--- src/rtl/sr2_operand_stage_if.sv ---
// Operand-stage bus: upstream request, write-back forward port, downstream operand.
// master drives requests and consumes operands; slave is the stage itself.
interface sr2_operand_stage_if #(
  parameter int WIDTH     = 16,
  parameter int RF_ADDR_W = 3
);
  logic                 in_valid;
  logic                 in_ready;
  logic [WIDTH-1:0]     ir;
  logic [RF_ADDR_W-1:0] sr2_addr;
  logic [WIDTH-1:0]     sr2_from_rf;
  logic [1:0]           mode;
  logic                 wb_en;
  logic [RF_ADDR_W-1:0] wb_addr;
  logic [WIDTH-1:0]     wb_data;
  logic                 out_valid;
  logic                 out_ready;
  logic [WIDTH-1:0]     sr2;
  logic                 out_is_imm;

  modport slave (
    input  in_valid, ir, sr2_addr, sr2_from_rf, mode,
    input  wb_en, wb_addr, wb_data, out_ready,
    output in_ready, out_valid, sr2, out_is_imm
  );

  modport master (
    output in_valid, ir, sr2_addr, sr2_from_rf, mode,
    output wb_en, wb_addr, wb_data, out_ready,
    input  in_ready, out_valid, sr2, out_is_imm
  );
endinterface

--- src/rtl/sr2_operand_stage.sv ---
// SR2 operand select with a two-entry skid buffer.
// Optional write-back forwarding: define SR2_FORWARD_EN.
module sr2_operand_stage #(
  parameter int WIDTH     = 16,
  parameter int RF_ADDR_W = 3
) (
  input  logic               clk,
  input  logic               rst_n,
  sr2_operand_stage_if.slave bus
);

  typedef enum logic [1:0] {
    EMPTY,
    ONE,
    TWO
  } state_e;

  state_e           state_q, state_d;
  logic [WIDTH-1:0] main_q, main_d;
  logic [WIDTH-1:0] skid_q, skid_d;
  logic             main_imm_q, main_imm_d;
  logic             skid_imm_q, skid_imm_d;

  logic [WIDTH-1:0] imm5_w;
  logic [WIDTH-1:0] off6_w;
  logic [WIDTH-1:0] reg_w;
  logic [WIDTH-1:0] sel_w;
  logic             sel_imm_w;
  logic             in_fire;
  logic             out_fire;

  assign imm5_w = {{(WIDTH-5){bus.ir[4]}}, bus.ir[4:0]};
  assign off6_w = {{(WIDTH-6){bus.ir[5]}}, bus.ir[5:0]};

`ifdef SR2_FORWARD_EN
  assign reg_w = (bus.wb_en && bus.wb_addr == bus.sr2_addr)
               ? bus.wb_data : bus.sr2_from_rf;
`else
  assign reg_w = bus.sr2_from_rf;
  logic unused_fwd;
  assign unused_fwd = ^{bus.wb_en, bus.wb_addr, bus.wb_data,
                        bus.sr2_addr};
`endif

  logic unused_ir;
  assign unused_ir = ^bus.ir[WIDTH-1:6];

  always_comb begin
    sel_w     = reg_w;
    sel_imm_w = 1'b0;
    unique case (bus.mode)
      2'b00: begin
        sel_w     = bus.ir[5] ? imm5_w : reg_w;
        sel_imm_w = bus.ir[5];
      end
      2'b01: begin
        sel_w     = reg_w;
        sel_imm_w = 1'b0;
      end
      2'b10: begin
        sel_w     = imm5_w;
        sel_imm_w = 1'b1;
      end
      2'b11: begin
        sel_w     = off6_w;
        sel_imm_w = 1'b1;
      end
      default: begin
        sel_w     = reg_w;
        sel_imm_w = 1'b0;
      end
    endcase
  end

  assign bus.in_ready   = (state_q != TWO) && rst_n;
  assign bus.out_valid  = (state_q != EMPTY);
  assign bus.sr2        = main_q;
  assign bus.out_is_imm = main_imm_q;

  assign in_fire  = bus.in_valid && bus.in_ready;
  assign out_fire = bus.out_valid && bus.out_ready;

  always_comb begin
    state_d    = state_q;
    main_d     = main_q;
    main_imm_d = main_imm_q;
    skid_d     = skid_q;
    skid_imm_d = skid_imm_q;
    unique case (state_q)
      EMPTY: begin
        if (in_fire) begin
          state_d    = ONE;
          main_d     = sel_w;
          main_imm_d = sel_imm_w;
        end
      end
      ONE: begin
        if (in_fire && out_fire) begin
          main_d     = sel_w;
          main_imm_d = sel_imm_w;
        end else if (in_fire) begin
          state_d    = TWO;
          skid_d     = sel_w;
          skid_imm_d = sel_imm_w;
        end else if (out_fire) begin
          state_d = EMPTY;
        end
      end
      TWO: begin
        // in_ready is low here, so only the drain path exists
        if (out_fire) begin
          state_d    = ONE;
          main_d     = skid_q;
          main_imm_d = skid_imm_q;
        end
      end
      default: state_d = EMPTY;
    endcase
  end

  always_ff @(posedge clk) begin
    if (!rst_n) begin
      state_q    <= EMPTY;
      main_q     <= '0;
      main_imm_q <= 1'b0;
      skid_q     <= '0;
      skid_imm_q <= 1'b0;
    end else begin
      state_q    <= state_d;
      main_q     <= main_d;
      main_imm_q <= main_imm_d;
      skid_q     <= skid_d;
      skid_imm_q <= skid_imm_d;
    end
  end

endmodule

--- src/flat_wrapper.sv ---
// flat-port wrapper written by rule: the top's interface ports become plain ports
module sr2_operand_stage_flat 
#(
  parameter int WIDTH     = 16,
  parameter int RF_ADDR_W = 3
)
  (clk, rst_n, bus_in_valid, bus_ir, bus_sr2_addr, bus_sr2_from_rf, bus_mode, bus_wb_en, bus_wb_addr, bus_wb_data, bus_out_ready, bus_in_ready, bus_out_valid, bus_sr2, bus_out_is_imm);
  sr2_operand_stage_if #(.WIDTH(WIDTH), .RF_ADDR_W(RF_ADDR_W)) bus_i ();
  input  logic clk;
  input  logic rst_n;
  input wire logic [$bits(bus_i.in_valid)-1:0] bus_in_valid;
  input wire logic [$bits(bus_i.ir)-1:0] bus_ir;
  input wire logic [$bits(bus_i.sr2_addr)-1:0] bus_sr2_addr;
  input wire logic [$bits(bus_i.sr2_from_rf)-1:0] bus_sr2_from_rf;
  input wire logic [$bits(bus_i.mode)-1:0] bus_mode;
  input wire logic [$bits(bus_i.wb_en)-1:0] bus_wb_en;
  input wire logic [$bits(bus_i.wb_addr)-1:0] bus_wb_addr;
  input wire logic [$bits(bus_i.wb_data)-1:0] bus_wb_data;
  input wire logic [$bits(bus_i.out_ready)-1:0] bus_out_ready;
  output wire logic [$bits(bus_i.in_ready)-1:0] bus_in_ready;
  output wire logic [$bits(bus_i.out_valid)-1:0] bus_out_valid;
  output wire logic [$bits(bus_i.sr2)-1:0] bus_sr2;
  output wire logic [$bits(bus_i.out_is_imm)-1:0] bus_out_is_imm;
  assign bus_i.in_valid = bus_in_valid;
  assign bus_i.ir = bus_ir;
  assign bus_i.sr2_addr = bus_sr2_addr;
  assign bus_i.sr2_from_rf = bus_sr2_from_rf;
  assign bus_i.mode = bus_mode;
  assign bus_i.wb_en = bus_wb_en;
  assign bus_i.wb_addr = bus_wb_addr;
  assign bus_i.wb_data = bus_wb_data;
  assign bus_i.out_ready = bus_out_ready;
  assign bus_in_ready = bus_i.in_ready;
  assign bus_out_valid = bus_i.out_valid;
  assign bus_sr2 = bus_i.sr2;
  assign bus_out_is_imm = bus_i.out_is_imm;
  sr2_operand_stage #(.WIDTH(WIDTH), .RF_ADDR_W(RF_ADDR_W)) u_core (.clk(clk), .rst_n(rst_n), .bus(bus_i));
endmodule
--- config.mk ---
export PLATFORM = sky130hd
export DESIGN_NAME = sr2_operand_stage_flat
export DESIGN_NICKNAME = d
export VERILOG_FILES = /design/src/rtl/sr2_operand_stage_if.sv /design/src/rtl/sr2_operand_stage.sv /design/src/flat_wrapper.sv
export SDC_FILE = /design/constraint.sdc
export NUM_CORES = 1
export LEC_CHECK = 0
export BUFFER_PORTS_ARGS = -buffer_cell sky130_fd_sc_hd__buf_2
export CORE_MARGIN = 1.5
export CORE_UTILIZATION = 39
export DETAILED_ROUTE_END_ITERATION = 10
export GPL_TIMING_DRIVEN = 1
export PLACE_DENSITY = 0.67
export SETUP_SLACK_MARGIN = 0.4
export SKIP_LAST_GASP = 1
export SLEW_MARGIN = 20
export SYNTH_ARGS = -nofsm -noshare
export SYNTH_HDL_FRONTEND = slang
export SYNTH_SLANG_ARGS = --single-unit
--- constraint.sdc ---
create_clock -name clk -period 1.7 [get_ports clk]
set_input_delay 0.425 -clock clk [delete_from_list [all_inputs] [get_ports clk]]
set_output_delay 0.425 -clock clk [all_outputs]
set_load 0.03 [all_outputs]
# After elaboration in Yosys (flattened, before gate mapping)
# Cells that the tools add are included.
# totals
register_bits,36
memories,0
romBits,0
ram_bits,0
latchBits,0
input_bits,61
# op_classes
n_mul,0
addsub,0
mux,17
div_mod_pow,0
eq_ne,11
reduce_logical,12
bitwise_logic,1
n_shift,0
magnitude_cmp,0
# op_table
op,n
2-to-1 mux 16 bit,4
one-hot mux 16 bit (4 select lines),1
one-hot mux 16 bit (3 select lines),1
2-to-1 mux 2 bit,5
AND reduction 4 bit,2
"equality test 2 bit, second input constant",3
"inequality test 2 x 1 -> 1 bit, second input constant",3
one-hot mux 1 bit (3 select lines),2
one-hot mux 2 bit (3 select lines),1
"equality test 2 x 1 -> 1 bit, second input constant",2
logical AND 1 bit,4
logical NOT 2 bit,2
"inequality test 2 bit, second input constant",2
2-to-1 mux 1 bit,3
"inequality test 3 x 1 -> 1 bit, second input constant",1
AND reduction 3 bit,1
nonzero test 3 bit,1
nonzero test 2 bit,1
OR reduction 2 bit,1
inverter 1 bit,1

# Longest topological paths before layout
# Gate-level depths: netlist of run 1.
# logic_depth
depth_word,6
mapped_depth,7

# Worst setup path before layout of run 1
# No wires, ideal clock.
# synth_timing
kind,flip-flop to output port
from,reg u_core.state_q[0]
to,out bus_in_ready
slack_ns,-0.054
stages_incl_launch_ff,6
n_path_buf,3
t_arrival_ns,1.329
required_time_ns,1.275
cell_sequence,dfxtp_1 > and2b_1 > buf_6 > buf_2 > buf_2 > nor2_1
# synth_between
elab_chain_len,2
# synth_rtl
item,line_no,source
"start, declared",sr2_operand_stage.sv:18,"state_e state_q, state_d;"
"start signal, assigned",sr2_operand_stage.sv:129,state_q <= state_d;
inequality test 2 bit,sr2_operand_stage.sv:75,assign bus.in_ready = (state_q != TWO) && rst_n;
logical AND 1 bit,sr2_operand_stage.sv:75,
"end, declared",flat_wrapper.sv:20,output wire logic [$bits(bus_i.in_ready)-1:0] bus_in_ready;
# No other way between the ends.

# Worst setup path in the final report of run 1
# Ends and elaborated chain as after synthesis.

==> run summary, run 1 <==
TIMING
--------------------------------------------------------------------------------------
Transition time at the pin with the least slew margin                           361 ps
Unrepaired setup endpoints after global routing                                   true
Final worst setup slack                                                         143 ps
Fin. max-slew vios                                                                   0
Worst slew margin relative to its limit                                          75.7%
Shortest period the worst path allows                                          1560 ps
F_max                                                                          642 MHz
Accumulated negative setup slack                                                  0 ps
Minimum hold slack                                                              408 ps
Final Cycle Share                                                                91.6%
Max Clock Skew                                                                 7.09 ps
Number of hold-slack violations in the final timing report                           0
Setup violation total in the final timing report                                     0

SETUP PATH
--------------------------------------------------------------------------------------
Type of destination of the critical path                                  primary output
Worst Path Buf+Inv                                                                   1
Internal reg-to-reg setup slack                                                 160 ps
Capture point of the worst reg-to-reg path                                u_core.bus.sr2[1]$_SDFFE_PN0P_
Required time reported for the critical path endpoint                          1270 ps
Kind of cell adding the most delay to the critical path                   simple AND/OR/NAND/NOR gates
Arrival time at the worst endpoint                                             1130 ps
Worst setup SP type                                                          flip-flop
CP max stage delay                                                              350 ps
Startpoint-to-endpoint class of the critical path                         flip-flop to primary output
Depth of the worst register-to-register path                                         6
Worst-path cell chain                                                     and2b_2 -> nor2_4 -> buf_6
Largest fanout of any net on the critical path                                       4
R2R Path Start                                                            u_core.state_q[0]$_SDFFE_PN0P_
Standard cell with the maximum stage delay on the critical path           sky130_fd_sc_hd__dfxtp_2

ROUTE
--------------------------------------------------------------------------------------
Router iterations before antenna repair                                              4
Mean number of vias per cell                                                      5.58
Met1 wire length                                                               2570 um
Length of routed met2 wiring                                                   2950 um
Routed WL per cell                                                             16.1 um
Routed wl met3                                                                  332 um
DR vias                                                                          2,052
Antenna-violating nets left                                                          0
Detailed-route wire length                                                     5920 um
Total DRC errors in the routed layout                                                0
Highest Signal Layer                                                              met4
Initial DRC count                                                                  257

SYNTHESIS
--------------------------------------------------------------------------------------
Count of warnings emitted by yosys                                                   0
Mean Syn Cell Area                                                            7.91 um2
Multiplexer share of the synthesized area                                       0.516%
Most common cell in the synthesized netlist                               sky130_fd_sc_hd__dfxtp_1
Cell variety after synth                                                            34
Simple-gate area share of the yosys netlist                                      20.8%
Main synth FF type                                                        sky130_fd_sc_hd__dfxtp_1
Leading post-synthesis cells by cell area                                 sky130_fd_sc_hd__dfxtp_1, sky130_fd_sc_hd__o2111ai_1, sky130_fd_sc_hd__a21oi_1, sky130_fd_sc_hd__nor2_1, sky130_fd_sc_hd__o21ai_0
List of most frequent post-synthesis cells                                sky130_fd_sc_hd__dfxtp_1, sky130_fd_sc_hd__a21oi_1, sky130_fd_sc_hd__nor2_1, sky130_fd_sc_hd__nand2_1
Cell taking the most area after synthesis                                 sky130_fd_sc_hd__dfxtp_1
Share of Yosys cell area claimed by the top area cell type                       37.2%
Synth async-reset ratio                                                             0%
Proportion of synthesized chip area in sequential cells                          37.2%
Complex-gate fraction of the synthesized area                                    34.7%
Dominant combinational cell family by area after synthesis                compound AO/OA/AOI/OAI gates
Syn_nets                                                                           306
Netlist area before placement                                                 1940 um2
Cells after Synth                                                                  245
Number of enable flip-flop cells after synthesis                                     0
Adder-Cell Fraction of Synth Area                                                   0%
Synthesized flop and latch total                                                    36
Xor-xnor portion of the synthesized cell area                                       0%

GLOBAL ROUTE
--------------------------------------------------------------------------------------
Total global-route track usage                                                   22.2%
First-pass GRT wire length                                                     9220 um
Number of antenna violations at the first check in global routing                    0
Remaining global-route overflow                                                      0
Largest net degree at the start of global routing                                   26
Via count of the first global-routing pass                                       1,925

CLOCKING
--------------------------------------------------------------------------------------
Number of CTS-inserted buffers                                                       5
Hold buffer count at CTS                                                             0
Clock slew at the register clock pins of the worst setup and hold paths          70 ps
CTS tree                                                                           yes
Worst-skew pair later-pin latency                                               290 ps
Cell at the root of the clock tree                                        sky130_fd_sc_hd__clkbuf_8
TritonCTS sink count                                                                36
Clock Path Buffers                                                                   2
H-tree level count                                                                   2

FLOW RUN
--------------------------------------------------------------------------------------
Maximum capacitance violations                                                       0

POWER
--------------------------------------------------------------------------------------
Seq pwr share                                                                    44.6%
Reported leakage power                                                         1.04 nW
Share of total power in combinational logic                                      26.9%
Cell-internal power                                                            1.39 mW
Highest ir drop seen on vdd                                                     326 uV
Final Total Pwr                                                                2.05 mW
Portion of total power attributed to the clock network                           28.5%
Switching power                                                               0.664 mW
Switching part of the total                                                      32.3%
Total power per unit cell area                                              752 nW/um2

FLOORPLANNING
--------------------------------------------------------------------------------------
Effective utilization at floorplan                                               40.8%
DIE HEIGHT                                                                     73.5 um
Standard cell core area                                                       4750 um2
Die footprint                                                                 5400 um2
Die extent in x                                                                73.5 um
Number of top-level pins                                                            80
Standard-cell rows                                                                  25

LAYOUT
--------------------------------------------------------------------------------------
Number of inserted diodes                                                            0
Filler cell count                                                                  465
Synth-to-layout area growth                                                      40.9%
Design Area, Final                                                            2730 um2
Fraction of layout instances using a drive strength above 1                      44.2%
Nets@finish                                                                        362
Finished Layout Cells                                                              368
Final cell utilization of the core                                               57.4%

PLACE
--------------------------------------------------------------------------------------
DP HPWL                                                                        3640 um
Last weighted congestion value of the routability-driven placer                  0.880
Number of placed instances, taps included                                          351
Pre-CTS setup slack                                                           -96.8 ps
Placed standard-cell area                                                     2410 um2
Number of port buffers                                                              46

MIN PATH
--------------------------------------------------------------------------------------
Worst Hold Launch                                                            bus_ir[1]
Hold Crit Endpoint                                                        u_core.skid_q[1]$_SDFFE_PN0P_
Worst Hold Path Cells                                                                3
Min-Delay Path Class                                                      input pin to flip-flop

RUN STATUS
--------------------------------------------------------------------------------------
Status                                                                       completed

## how the worst max path moves through the flow
stage                                         startpoint                             end  slack [ps]  cells past startpoint
after detailed placement                     bus_mode[1]   u_core.skid_q[7]$_SDFFE_PN0P_        -100                      5
after global placement                       bus_mode[1]   u_core.skid_q[8]$_SDFFE_PN0P_         -30                      5
after global routing      u_core.state_q[0]$_SDFFE_PN0P_  u_core.bus.sr2[4]$_SDFFE_PN0P_          90                      6
final                     u_core.state_q[0]$_SDFFE_PN0P_                    bus_in_ready         140                      3
after floorplan           u_core.state_q[0]$_SDFFE_PN0P_                    bus_in_ready         230                      5
after CTS                 u_core.state_q[0]$_SDFFE_PN0P_                    bus_in_ready         130                      3
## power groups by stage
stage               Sequential, mW  Combinational, mW  Clock [mW]
finish                       0.916              0.552       0.586
global route                 0.923              0.596       0.628
CTS                          0.916              0.521       0.597
detailed placement           0.933              0.483           0
global placement             0.932              0.478           0
floorplan                     1.00              0.278           0
## cells in the final DEF, fill, tap and decap left out, types with 2 or more instances in the layout
cell type                   synthesis  routed
sky130_fd_sc_hd__nor2_1            31      28
sky130_fd_sc_hd__nand2_1           28      24
sky130_fd_sc_hd__nor4_2             0       3
sky130_fd_sc_hd__a311oi_1           5       5
sky130_fd_sc_hd__or2_4              0       3
sky130_fd_sc_hd__a21oi_2            5       8
sky130_fd_sc_hd__nor2_2             1       2
sky130_fd_sc_hd__dfxtp_1           36      34
sky130_fd_sc_hd__o21ai_0           22      11
sky130_fd_sc_hd__clkbuf_8           0       5
sky130_fd_sc_hd__nor4_4             0       2
sky130_fd_sc_hd__clkbuf_4           0       3
sky130_fd_sc_hd__nor2_4             0       2
sky130_fd_sc_hd__o21ai_2            0       5
sky130_fd_sc_hd__o2111ai_2          0      13
sky130_fd_sc_hd__nand4b_1           5       5
sky130_fd_sc_hd__nand2_2            1       4
sky130_fd_sc_hd__buf_2             10      41
sky130_fd_sc_hd__a211o_4            0       2
sky130_fd_sc_hd__a221o_1            5       5
sky130_fd_sc_hd__buf_12             0       4
sky130_fd_sc_hd__o21ai_1            0       6
sky130_fd_sc_hd__a21oi_1           34      31
sky130_fd_sc_hd__buf_6              2       4
sky130_fd_sc_hd__buf_4              2      19
sky130_fd_sc_hd__o2111ai_1         22       9
## tightest hold or removal path: stages
cell	delay [ps]
sky130_fd_sc_hd__buf_2	100
sky130_fd_sc_hd__nand2_1	50
sky130_fd_sc_hd__a311oi_1	80
## flip-flops by register name, indices dropped and copies added, names as in the netlist
signal,flops
u_core.bus.out_is_imm,1
u_core.state_q,2
u_core.skid_q,16
u_core.skid_imm_q,1
u_core.bus.sr2,16
## what timing repair did
action,4_1_cts,5_1_grt
gates cloned,1,1
setup buffers,4,4
pin swaps,5,12
endpoints found under the setup margin,34,38
endpoints found under the hold margin,0,0
resized for setup,29,28
## logic make-up (layout without fill, tap and decap cells)
group           count (synthesis)  count (layout)
flops                          36              36
compound gates                 99             100
simple gates                   83              84
buf+inv                        26              80
mux                             1               1
## area by class of cell
cell class / instances / area, um2 / share of cell area (%)
clock buffer: 6 / 72.6 / 2.66
sequential: 36 / 726 / 26.6
timing repair buffer: 72 / 510 / 18.7
multi-input combinational: 185 / 1330 / 48.7
tap: 67 / 83.8 / 3.07
inverter: 1 / 3.75 / 0.137
clock inverter: 1 / 5.00 / 0.183
## metal layers
layer / vias up / track usage [%]
li1: 1022 / -
met1: 957 / 29.7
met2: 65 / 35.8
met3: 8 / 3.84
met4: 0 / 7.82
met5: - / 0
Note: power is estimated with default switching activity, not from simulation.
==> inputs of run 2 (changes only) <==
--- a/config.mk
+++ b/config.mk
@@ -9,6 +9,7 @@
 export CORE_MARGIN = 1.5
 export CORE_UTILIZATION = 39
 export DETAILED_ROUTE_END_ITERATION = 10
+export GPL_ROUTABILITY_DRIVEN = 1
 export GPL_TIMING_DRIVEN = 1
 export PLACE_DENSITY = 0.67
 export SETUP_SLACK_MARGIN = 0.4
==> constraint.sdc (replaced) <==
create_clock -name clk -period 1.8 [get_ports clk]
set_input_delay 0.45 -clock clk [delete_from_list [all_inputs] [get_ports clk]]
set_output_delay 0.45 -clock clk [all_outputs]
set_load 0.03 [all_outputs]
==> run 2 against run 1 <==
Clock power grew 26%. Combinational power shrank 5.3%. Global-route usage rose by 1.1 points. Register-to-register slack gained 60 ps. Clock-buffer cell count decreased by 1. Final cell count rose by 1.6%. Die area unchanged. Largest cell class unchanged. Sequential share of layout area down 0.94 points.
==> run summary, run 2 (synthesis results as in run 1) <==
RUN STATUS
--------------------------------------------------------------------------------------
Status                                                                       completed

CLOCKING
--------------------------------------------------------------------------------------
Cell at the root of the clock tree                                        sky130_fd_sc_hd__clkbuf_8
Clock slew at the register clock pins of the worst setup and hold paths          90 ps   +20 ps
H-tree level count                                                                   2   unchanged
TritonCTS sink count                                                                36   unchanged
Number of CTS-inserted buffers                                                       5   unchanged
Worst-skew pair later-pin latency                                               310 ps   +20 ps
CTS tree                                                                           yes
Clock Path Buffers                                                                   2   unchanged

TIMING
--------------------------------------------------------------------------------------
Number of hold-slack violations in the final timing report                           0   unchanged
Fin. max-slew vios                                                                   0   unchanged
Minimum hold slack                                                              402 ps   -6.27 ps
Shortest period the worst path allows                                          1610 ps
Max Clock Skew                                                                 16.6 ps   +9.47 ps
Worst slew margin relative to its limit                                          74.3%   -1.4 points
Final Cycle Share                                                                89.6%
Unrepaired setup endpoints after global routing                                   true
F_max                                                                          620 MHz
Transition time at the pin with the least slew margin                           382 ps   +21.3 ps
Setup violation total in the final timing report                                     0   unchanged

GLOBAL ROUTE
--------------------------------------------------------------------------------------
First-pass GRT wire length                                                     9500 um   +3.1%
Via count of the first global-routing pass                                       1,960   +1.8%
Largest net degree at the start of global routing                                   26   unchanged
Total global-route track usage                                                   23.3%   +1.1 points
Number of antenna violations at the first check in global routing                    0   unchanged
Remaining global-route overflow                                                      0   unchanged

SETUP PATH
--------------------------------------------------------------------------------------
Type of destination of the critical path                                  primary output
Required time reported for the critical path endpoint                          1350 ps   +80 ps
Startpoint-to-endpoint class of the critical path                         flip-flop to primary output
Arrival time at the worst endpoint                                             1160 ps   +30 ps
Worst setup SP type                                                          flip-flop
Largest fanout of any net on the critical path                                       9   +5

POWER
--------------------------------------------------------------------------------------
Reported leakage power                                                         1.07 nW   +3.5%
Total power per unit cell area                                              750 nW/um2   -0.26%
Highest ir drop seen on vdd                                                     572 uV   +75%
Final Total Pwr                                                                2.12 mW   +3.4%

LAYOUT
--------------------------------------------------------------------------------------
Synth-to-layout area growth                                                      46.1%
Most common cell after layout, fill and taps aside                        sky130_fd_sc_hd__buf_2
Finished Layout Cells                                                              374   +1.6%
Nets@finish                                                                        367   +1.4%
FF/Latch Area                                                                  726 um2   unchanged
Number of inserted diodes                                                            0   unchanged
Filler cell count                                                                  457   -1.7%
Design Area, Final                                                            2830 um2   +3.7%
Fraction of layout instances using a drive strength above 1                      47.2%   +3.0 points
Highest-count cells in the layout ignoring fill and taps                  sky130_fd_sc_hd__buf_2, sky130_fd_sc_hd__dfxtp_1, sky130_fd_sc_hd__nor2_1
Area occupied by multi-input gates                                            1320 um2   -0.85%

FLOORPLANNING
--------------------------------------------------------------------------------------
Die footprint                                                                 5400 um2   unchanged
Number of top-level pins                                                            80   unchanged
DIE HEIGHT                                                                     73.5 um   unchanged
Effective utilization at floorplan                                               40.8%   unchanged
Standard-cell rows                                                                  25   unchanged
Die extent in x                                                                73.5 um   unchanged
Standard cell core area                                                       4750 um2   unchanged

ROUTE
--------------------------------------------------------------------------------------
Router iterations before antenna repair                                              4   unchanged
DR vias                                                                          2,124   +3.5%
Mean number of vias per cell                                                      5.68   +1.8%
Routed WL per cell                                                             16.0 um   -0.41%
Antenna-violating nets left                                                          0   unchanged
Initial DRC count                                                                  155   -40%
Detailed-route wire length                                                     5990 um   +1.2%
Total DRC errors in the routed layout                                                0   unchanged

PLACE
--------------------------------------------------------------------------------------
Number of placed instances, taps included                                          353   +0.57%
Placed standard-cell area                                                     2390 um2   -1.0%
Last weighted congestion value of the routability-driven placer                  0.778   -12%
DP HPWL                                                                        3620 um   -0.37%
Number of port buffers                                                              46   unchanged

MIN PATH
--------------------------------------------------------------------------------------
Min-Delay Path Class                                                      input pin to flip-flop

FLOW RUN
--------------------------------------------------------------------------------------
Maximum capacitance violations                                                       0   unchanged

-- run 2: changes by cell type in the layout (fill, tap and decap cells not counted), moves of 3 or more --
| cell | change |
|---|---|
| sky130_fd_sc_hd__buf_12 | -3 |
| sky130_fd_sc_hd__o21ai_0 | +7 |
| sky130_fd_sc_hd__buf_2 | +3 |
| sky130_fd_sc_hd__a21oi_2 | +7 |
| sky130_fd_sc_hd__a21oi_1 | -7 |
| sky130_fd_sc_hd__clkbuf_4 | -3 |
| sky130_fd_sc_hd__o21ai_2 | -5 |
| sky130_fd_sc_hd__buf_6 | +11 |
-- run 2: worst max-delay path, stage by stage, from the launching register on --
cell                      delay [ps]
sky130_fd_sc_hd__dfxtp_2         340
sky130_fd_sc_hd__buf_6           130
sky130_fd_sc_hd__or2_4           240
sky130_fd_sc_hd__buf_6           140
-- run 2: cell type report --
cell class / instances / area share [%]
Clock buffer: 5 / 2.43
Clock inverter: 3 / 1.50
Inverter: 1 / 0.265
Multi-Input combinational cell: 183 / 46.6
Sequential cell: 36 / 25.6
Tap cell: 67 / 2.96
Timing Repair Buffer: 79 / 20.6
-- run 2: what timing repair did --
action	4_1_cts	5_1_grt
setup buffers	6	3
hold buffers	0	0
cloned	4	0
resized for setup	40	19
pin swaps	14	15
setup endpoints to repair	32	37
-- run 2: metrics by stage --
step                      utilization, %  setup TNS [ps]  setup WS, ps
after floorplan                        -               0           304
after global placement              50.2               0          10.5
after detailed placement            50.2           -85.9         -40.6
after CTS                           57.3               0           201
after global routing                59.6               0           158
final                               59.6               0           187
-- run 2: final timing paths --
| check | startpoint | to | slack [ps] | cells after the start |
|---|---|---|---|---|
| max reg2reg | u_core.state_q[1]$_SDFFE_PN0P_ | u_core.skid_q[12]$_SDFFE_PN0P_ | 220 | 8 |
| max | u_core.state_q[0]$_SDFFE_PN0P_ | bus_out_valid | 190 | 3 |
| min reg2reg | u_core.skid_q[15]$_SDFFE_PN0P_ | u_core.skid_q[15]$_SDFFE_PN0P_ | 460 | 2 |
| min | bus_ir[1] | u_core.skid_q[1]$_SDFFE_PN0P_ | 400 | 3 |
-- run 2: where the power goes --
part / internal [mW] / total (mW) / switching (mW)
logic: 0.208 / 0.523 / 0.315
clock network: 0.410 / 0.736 / 0.326
registers: 0.841 / 0.864 / 0.0234
total: 1.46 / 2.12 / 0.664
-- run 2: metal layers --
metal / track usage (%) / vias to the layer above / part of all wire, %
li1: - / 1034 / -
met1: 28.8 / 1015 / 44
met2: 38.3 / 64 / 49
met3: 5.62 / 11 / 4.9
met4: 10.1 / 0 / 2.1
met5: 0 / - / 0
